<file path="src/rtl/sys_bridge_n.sv">
`default_nettype none
// ============================================================================
// sys_bridge_n : registered NSLV-way bus bridge, wait states, timeout, errors
// Revision     : 1.0
// ============================================================================
module sys_bridge_n #(
  parameter int                  ADDR_W   = 32,
  parameter int                  DATA_W   = 32,
  parameter int                  BE_W     = 4,
  parameter int                  NSLV     = 4,
  parameter int                  DEC_W    = 16,
  parameter logic [NSLV*DEC_W-1:0] SLV_BASE = {16'h0000, 16'h7F00, 16'h7F10, 16'h7F20},
  parameter int                  TO_CYC   = 15
) (
  input  logic                   clk,
  input  logic                   rst_n,
  input  logic                   m_req,
  input  logic                   m_wr,
  input  logic [ADDR_W-1:0]      m_addr,
  input  logic [DATA_W-1:0]      m_din,
  input  logic [BE_W-1:0]        m_be,
  output logic                   m_ack,
  output logic                   m_err,
  output logic [DATA_W-1:0]      m_dout,
  output logic [NSLV-1:0]        s_sel,
  output logic                   s_wr,
  output logic [ADDR_W-1:0]      s_addr,
  output logic [DATA_W-1:0]      s_din,
  output logic [BE_W-1:0]        s_be,
  input  logic [NSLV*DATA_W-1:0] s_rdata,
  input  logic [NSLV-1:0]        s_ready,
  output logic [ADDR_W-1:0]      err_addr,
  output logic [7:0]             err_cnt
);

  localparam int IDX_W = (NSLV > 1) ? $clog2(NSLV) : 1;
  localparam logic [7:0] c_to_last = 8'(TO_CYC - 1);

  typedef enum logic [1:0] {
    IDLE   = 2'd0,
    ACCESS = 2'd1,
    DONE   = 2'd2,
    ERR    = 2'd3
  } state_t;

  state_t             r_state;
  state_t             w_next;
  logic [7:0]         r_wait;
  logic [IDX_W-1:0]   r_idx;
  logic [DEC_W-1:0]   w_tag;
  logic [NSLV-1:0]    w_match;
  logic               w_hit;
  logic [IDX_W-1:0]   w_hit_idx;
  logic [DATA_W-1:0]  w_rdata [NSLV];
  logic               w_sel_ready;
  logic               w_timeout;

  assign w_tag = m_addr[ADDR_W-1 -: DEC_W];

  // Field 0 of both packed vectors sits in the most significant position.
  for (genvar i = 0; i < NSLV; i++) begin : g_slv
    assign w_match[i] = (w_tag == SLV_BASE[(NSLV-1-i)*DEC_W +: DEC_W]);
    assign w_rdata[i] = s_rdata[(NSLV-1-i)*DATA_W +: DATA_W];
  end

  // Descending scan so the lowest matching index is the one left standing.
  always_comb begin
    w_hit     = 1'b0;
    w_hit_idx = '0;
    for (int i = NSLV - 1; i >= 0; i--) begin
      if (w_match[i]) begin
        w_hit     = 1'b1;
        w_hit_idx = IDX_W'(i);
      end
    end
  end

  assign w_sel_ready = s_ready[r_idx];
  assign w_timeout   = (r_wait == c_to_last);

  always_ff @(posedge clk or negedge rst_n) begin
    if (!rst_n) begin
      r_state <= IDLE;
    end else begin
      r_state <= w_next;
    end
  end

  always_comb begin
    w_next = r_state;
    case (r_state)
      IDLE: begin
        if (m_req) begin
          w_next = w_hit ? ACCESS : ERR;
        end
      end
      ACCESS: begin
        if (w_sel_ready) begin
          w_next = DONE;
        end else if (w_timeout) begin
          w_next = ERR;
        end
      end
      DONE:    w_next = IDLE;
      ERR:     w_next = IDLE;
      default: w_next = IDLE;
    endcase
  end

  always_ff @(posedge clk or negedge rst_n) begin
    if (!rst_n) begin
      m_ack    <= 1'b0;
      m_err    <= 1'b0;
      m_dout   <= '0;
      s_sel    <= '0;
      s_wr     <= 1'b0;
      s_addr   <= '0;
      s_din    <= '0;
      s_be     <= '0;
      err_addr <= '0;
      err_cnt  <= 8'd0;
      r_wait   <= 8'd0;
      r_idx    <= '0;
    end else begin
      m_ack <= 1'b0;
      m_err <= 1'b0;
      case (r_state)
        IDLE: begin
          if (m_req) begin
            if (w_hit) begin
              s_addr <= m_addr;
              s_din  <= m_din;
              s_be   <= m_be;
              s_wr   <= m_wr;
              s_sel  <= {{(NSLV-1){1'b0}}, 1'b1} << w_hit_idx;
              r_idx  <= w_hit_idx;
              r_wait <= 8'd0;
            end else begin
              err_addr <= m_addr;
            end
          end
        end
        ACCESS: begin
          if (w_sel_ready) begin
            m_dout <= w_rdata[r_idx];
            s_sel  <= '0;
            s_wr   <= 1'b0;
          end else if (w_timeout) begin
            s_sel    <= '0;
            s_wr     <= 1'b0;
            err_addr <= s_addr;
          end else begin
            r_wait <= r_wait + 8'd1;
          end
        end
        DONE: begin
          m_ack <= 1'b1;
        end
        ERR: begin
          m_ack  <= 1'b1;
          m_err  <= 1'b1;
          m_dout <= '1;
          if (err_cnt != 8'hFF) begin
            err_cnt <= err_cnt + 8'd1;
          end
        end
        default: begin
          m_ack <= 1'b0;
        end
      endcase
    end
  end

endmodule
`default_nettype wire

</file>
<file path="config.mk">
export PLATFORM = sky130hd
export DESIGN_NAME = sys_bridge_n
export DESIGN_NICKNAME = d
export VERILOG_FILES = /design/src/rtl/sys_bridge_n.sv
export SDC_FILE = /design/constraint.sdc
export NUM_CORES = 1
export LEC_CHECK = 0
export CORE_MARGIN = 4
export CORE_UTILIZATION = 34
export CTS_CLUSTER_DIAMETER = 100
export DETAILED_ROUTE_END_ITERATION = 8
export DONT_BUFFER_PORTS = 1
export GPL_TIMING_DRIVEN = 0
export PLACE_DENSITY_LB_ADDON = 0.15
export SYNTH_ARGS = -nofsm -noshare
export SYNTH_HDL_FRONTEND = slang
export SYNTH_SLANG_ARGS = --single-unit
</file>
<file path="constraint.sdc">
create_clock -name clk -period 3 [get_ports clk]
set_input_delay 0.6 -clock clk [delete_from_list [all_inputs] [get_ports clk]]
set_output_delay 0.6 -clock clk [all_outputs]
set_load 0.005 [all_outputs]
</file>
; ---- Word level (Yosys, flattened, before mapping)
; Index checks and enable logic that the tools add are counted.
[classes]
addsub = 2
order_cmp = 2
eq_ne = 16
shifts = 1
muxes = 42
bitwise = 1
reduce_logical = 12
[ops]
columns = operator, n
row1 = 2-to-1 mux 32 bit, 7
row2 = one-hot mux 32 bit (2 select lines), 2
row3 = binary-select mux 32 bit (select 2 bit), 1
row4 = == test 16 x 15 -> 1 bit (second input constant), 3
row5 = 2-to-1 mux 8 bit, 4
row6 = adder 8 x 1 -> 8 bit (second input constant), 2
row7 = logical NOT 16 bit, 1
row8 = 2-to-1 mux 2 bit, 8
row9 = 2-to-1 mux 4 bit, 4
row10 = one-hot mux 8 bit (2 select lines), 1
row11 = != test 2 bit (second input constant), 7
row12 = 2-to-1 mux 1 bit, 11
row13 = AND reduction 5 bit, 2
row14 = == test 8 x 4 -> 1 bit (second input constant), 1
row15 = != test 8 bit (second input constant), 1
row16 = one-hot mux 4 bit (2 select lines), 1
row17 = one-hot mux 2 bit (3 select lines), 1
row18 = AND reduction 2 bit, 3
row19 = == test 2 bit (second input constant), 2
row20 = AND reduction 4 bit, 1
row21 = nonzero test 2 bit, 2
row22 = << shifter 1 x 2 -> 4 bit (first input constant), 1
row23 = greater-or-equal comparator 3 bit (second input constant), 1
row24 = less-than comparator 2 x 3 -> 1 bit (second input constant), 1
row25 = 8 further kinds, 8
[word_totals]
ff_bits = 159
in_bits = 204
output_inout_bits = 147
wordCells = 89

; ---- Longest topological paths before layout
[depth]
ltp_word = 9
ltp_mapped = 8
mapped_depth_nobuf = 7

; ---- Worst setup path before layout
; Ideal clock, no wire load.
[synth_path]
path_kind = input to register
startpoint = in s_ready[3]
endpoint = reg err_addr[10]
setup_time_ps = 125
arrival_ps = 2186
required_time_ps = 2875
setup_slack_ps = 689
path_stages = 6
cell_sequence = mux4_2 > clkinv_2 > a31oi_2 > a211oi_4 > buf_8 > mux2_4
[synth_between]
elab_chain_cells = 4
[synth_rtl]
columns = element, line
row1 = "start, declared", 31  ; input logic [NSLV-1:0] s_ready,
row2 = binary-select mux 1 bit (select 2 bit), 78  ; assign w_sel_ready = s_ready[r_idx];
row3 = 2-to-1 mux 1 bit (not written as such), 78
row4 = != test 2 bit (no source line), --
row5 = AND reduction 5 bit (no source line), --
row6 = "end signal, assigned", 139  ; err_addr <= m_addr;
row7 = "end signal, assigned", 151  ; err_addr <= s_addr;
row8 = "end, declared", 32  ; output logic [ADDR_W-1:0] err_addr,
; Every way passes these cells. The select of a mux whose other input is x is not followed.
; A chain may end at the register's enable or synchronous reset.

; ---- Final worst setup path
[layout_path]
startpoint = reg r_idx[1]
endpoint = reg err_addr[27]
[layout_between]
elab_chain_cells = 4
[layout_rtl]
columns = element, line
row1 = "start, declared", 49  ; logic [IDX_W-1:0] r_idx;
row2 = "start signal, assigned", 136  ; r_idx <= w_hit_idx;
row3 = binary-select mux 1 bit (select 2 bit), 78
row4 = 2-to-1 mux 1 bit (not written as such), 78
row5 = != test 2 bit (no source line), --
row6 = AND reduction 5 bit (no source line), --
; Every way passes these cells. The select of a mux whose other input is x is not followed.

==> impl_metrics.json <==
{
  "dp_hpwl_mm": 16.8,
  "start_kind": "flip-flop",
  "routedLengthMet1_mm": 8.29,
  "ctsResizeCount": 0,
  "grt_pass1_wl_mm": 32.5,
  "fp.dieH_um": 157,
  "antenna_found_initial": 6,
  "grt_overflow": 0,
  "synth_xor_area_share_pct": 0.816,
  "cp_data_required_time_ns": 3.30,
  "gp_congestion": 0.803,
  "cts_num_sinks": 159,
  "synth_cells": 596,
  "syn_area_mm2": 0.00752,
  "syn_area_per_cell_um2": 12.6,
  "syn2layout_area_growth_pct": 12.5,
  "timing.rr.end": "err_addr[27]",
  "gr-usage-all-layers_pct": 17.5,
  "syn-num-nets": 803,
  "ys_warn_count": 0,
  "final_nets": 822,
  "fin_crit_sh_pct": 89.0,
  "viasPerCell": 5.42,
  "clock_path_buffers": 2,
  "end_kind": "flip-flop",
  "violations": "hold timing",
  "cts_tree": "done",
  "core_mm2": 0.0218,
  "setup_viol": 0,
  "placementRows": 54,
  "hold_class": "primary input to asynchronous set/reset pin",
  "drtPass1Iterations": 4,
  "synth_compound_area_share_pct": 6.23,
  "first_iter_violations": 269,
  "holdWs_ns": -0.125,
  "synth-simple-area-share_pct": 11.7,
  "synth.area.mux_share_pct": 24.9,
  "final_core_util_pct": 38.9,
  "dr_wl_met3_mm": 2.25,
  "wire_per_inst_um": 24.1,
  "drc_errors": 0,
  "cts.clk_slew.worst_paths_ns": 0.07,
  "maxCapViolations": 0,
  "criticalPathCategory": "flip-flop to flip-flop",
  "reg2reg_depth": 7,
  "status": "finished, violations left",
  "synth_cell_types": 44,
  "grt_setup_unrepaired": "no",
  "clkLatencyLatePin_ns": 0.42,
  "yosysSeqAreaShare_pct": 52.9,
  "skew_ns": 0.0103,
  "final_cell_mix": "dfrtp_1, nand2_1, mux2_2, mux4_2, mux2_4",
  "cts.htree.levels": 4,
  "synth_top_family_by_area": "multiplexers",
  "dieArea_mm2": 0.0245,
  "tightest_slew_ns": 0.913,
  "fmaxAchievable_ghz": 0.374,
  "wirelength_mm": 22.0,
  "r2r-start": "r_idx[1]",
  "ir_drop_uv": 264,
  "final_common_cell": "dfrtp_1",
  "synth-adder-area-share_pct": 0.499,
  "async_flop_share_pct": 100,
  "io_pins": 351,
  "grt_max_degree": 160,
  "ant_nets": 0,
  "post-cts-setup-buffers": 0,
  "slew_headroom_pct": 38.6,
  "power.density_mw_per_mm2": 810,
  "wl_met2_mm": 11.1,
  "ys.flop_type": "dfrtp_1",
  "synth_seq_cells": 159,
  "highest_layer": "met5",
  "cts_root_buf": "clkbuf_16",
  "drv_slew": 0,
  "synth-edff-count": 0,
  "power_mw": 6.85,
  "die_w_um": 157,
  "io_buffers": 0,
  "vias": 4944,
  "period_needed_ns": 2.67,
  "leakagePower_nw": 3.88,
  "start_util_pct": 34.5,
  "arrival_ns": 2.97,
  "r2r_slack_ns": 0.33,
  "grt_pass1_vias": 5236,
  "drive_above_1_share_pct": 27.1,
  "worst-path-max-fanout": 10,
  "numCtsBuffers": 17,
  "final_hold_viol_count": 159
}
per-stage QoR:
stage / area, um^2 / hold WS (ns) / TNS (ns) / std cells / setup WS [ns]
2_1_floorplan: 7520 / 0.304 / 0 / 596 / 0.689
3_3_place_gp: 7870 / 0.309 / -0.636 / 876 / -0.0726
3_5_place_dp: 7870 / 0.309 / -0.719 / 876 / -0.0835
4_1_cts: 8440 / -0.149 / 0 / 908 / 0.257
5_1_grt: 8450 / -0.160 / 0 / 912 / 0.182
6_report: 8450 / -0.125 / 0 / 912 / 0.329
cell type report:
| class | count | area [um^2] |
|---|---|---|
| Clock inverter | 15 | 151 |
| Fill cell | 2111 | 13300 |
| Sequential cell | 159 | 3980 |
| Inverter | 8 | 31.3 |
| Tap cell | 280 | 350 |
| Buffer | 37 | 188 |
| Antenna cell | 4 | 10.0 |
| Clock buffer | 17 | 425 |
| Multi-Input combinational cell | 392 | 3320 |
flip-flops by register name (all words and copies together), names as in the netlist:
register  cells
s_wr          1
r_wait        8
s_be          4
m_dout       32
m_ack         1
err_addr     32
err_cnt       8
s_sel         4
s_din        32
s_addr       32
m_err         1
r_idx         2
r_state       2
logic make-up after synthesis:
kind of cell / after synthesis
flip-flops: 159
AO/OA/AOI/OAI: 59
XOR/XNOR: 7
buffers and inverters: 45
adder cells (fa/ha/maj): 3
AND/OR/NAND/NOR: 200
multiplexers: 123
critical path, stage by stage (launching register included):
cell	delay (ns)
dfrtp_1	0.33
clkbuf_1	0.43
mux4_2	0.50
clkinv_2	0.10
a31oi_2	0.11
a211oi_4	0.53
buf_8	0.25
mux2_4	0.31
metal layers:
metal,global-route usage (%),vias to the layer above
met5,0,-
met4,5.25,4
met3,7.02,19
met2,29.6,248
met1,20.7,2497
li1,-,2176
power breakdown:
group,leakage (nW),total [mW],switching [mW],internal (mW)
registers,2.03,3.17,0.512,2.66
logic,1.57,1.56,0.771,0.787
clock network,0.283,2.12,0.952,1.17
synthesized netlist by cell type (2+ instances only):
cell | n | area, um^2
a21o_1 | 7 | 52.6
a21oi_1 | 6 | 30.0
a31oi_1 | 5 | 31.3
and2_1 | 8 | 50.1
and3_1 | 5 | 31.3
and4_1 | 2 | 17.5
buf_2 | 6 | 30.0
buf_8 | 3 | 45.0
clkbuf_1 | 27 | 101
dfrtp_1 | 159 | 3980
ha_1 | 3 | 37.5
inv_1 | 7 | 26.3
mux2_2 | 60 | 676
mux2_4 | 30 | 450
mux4_2 | 33 | 743
nand2_1 | 126 | 473
nand3_1 | 25 | 125
nand3b_1 | 2 | 15.0
nand4_1 | 2 | 12.5
nor2_1 | 14 | 52.6
nor3_1 | 5 | 25.0
nor4_1 | 5 | 31.3
o21a_1 | 2 | 15.0
o21ai_0 | 7 | 35.0
o22a_1 | 22 | 193
o31ai_1 | 2 | 15.0
xnor2_1 | 3 | 26.3
xor2_1 | 4 | 35.0
how the worst max path moves through the flow:
stage | startpoint | end | cells past startpoint
6_report | r_idx[1] | err_addr[27] | 7
5_1_grt | r_idx[1] | err_addr[11] | 7
4_1_cts | r_idx[1] | err_addr[17] | 7
3_5_place_dp | m_addr[18] | s_addr[29] | 7
3_3_place_gp | m_addr[18] | s_addr[29] | 7
2_1_floorplan | s_ready[3] | err_addr[10] | 6
(Power assumes the default switching activity.)
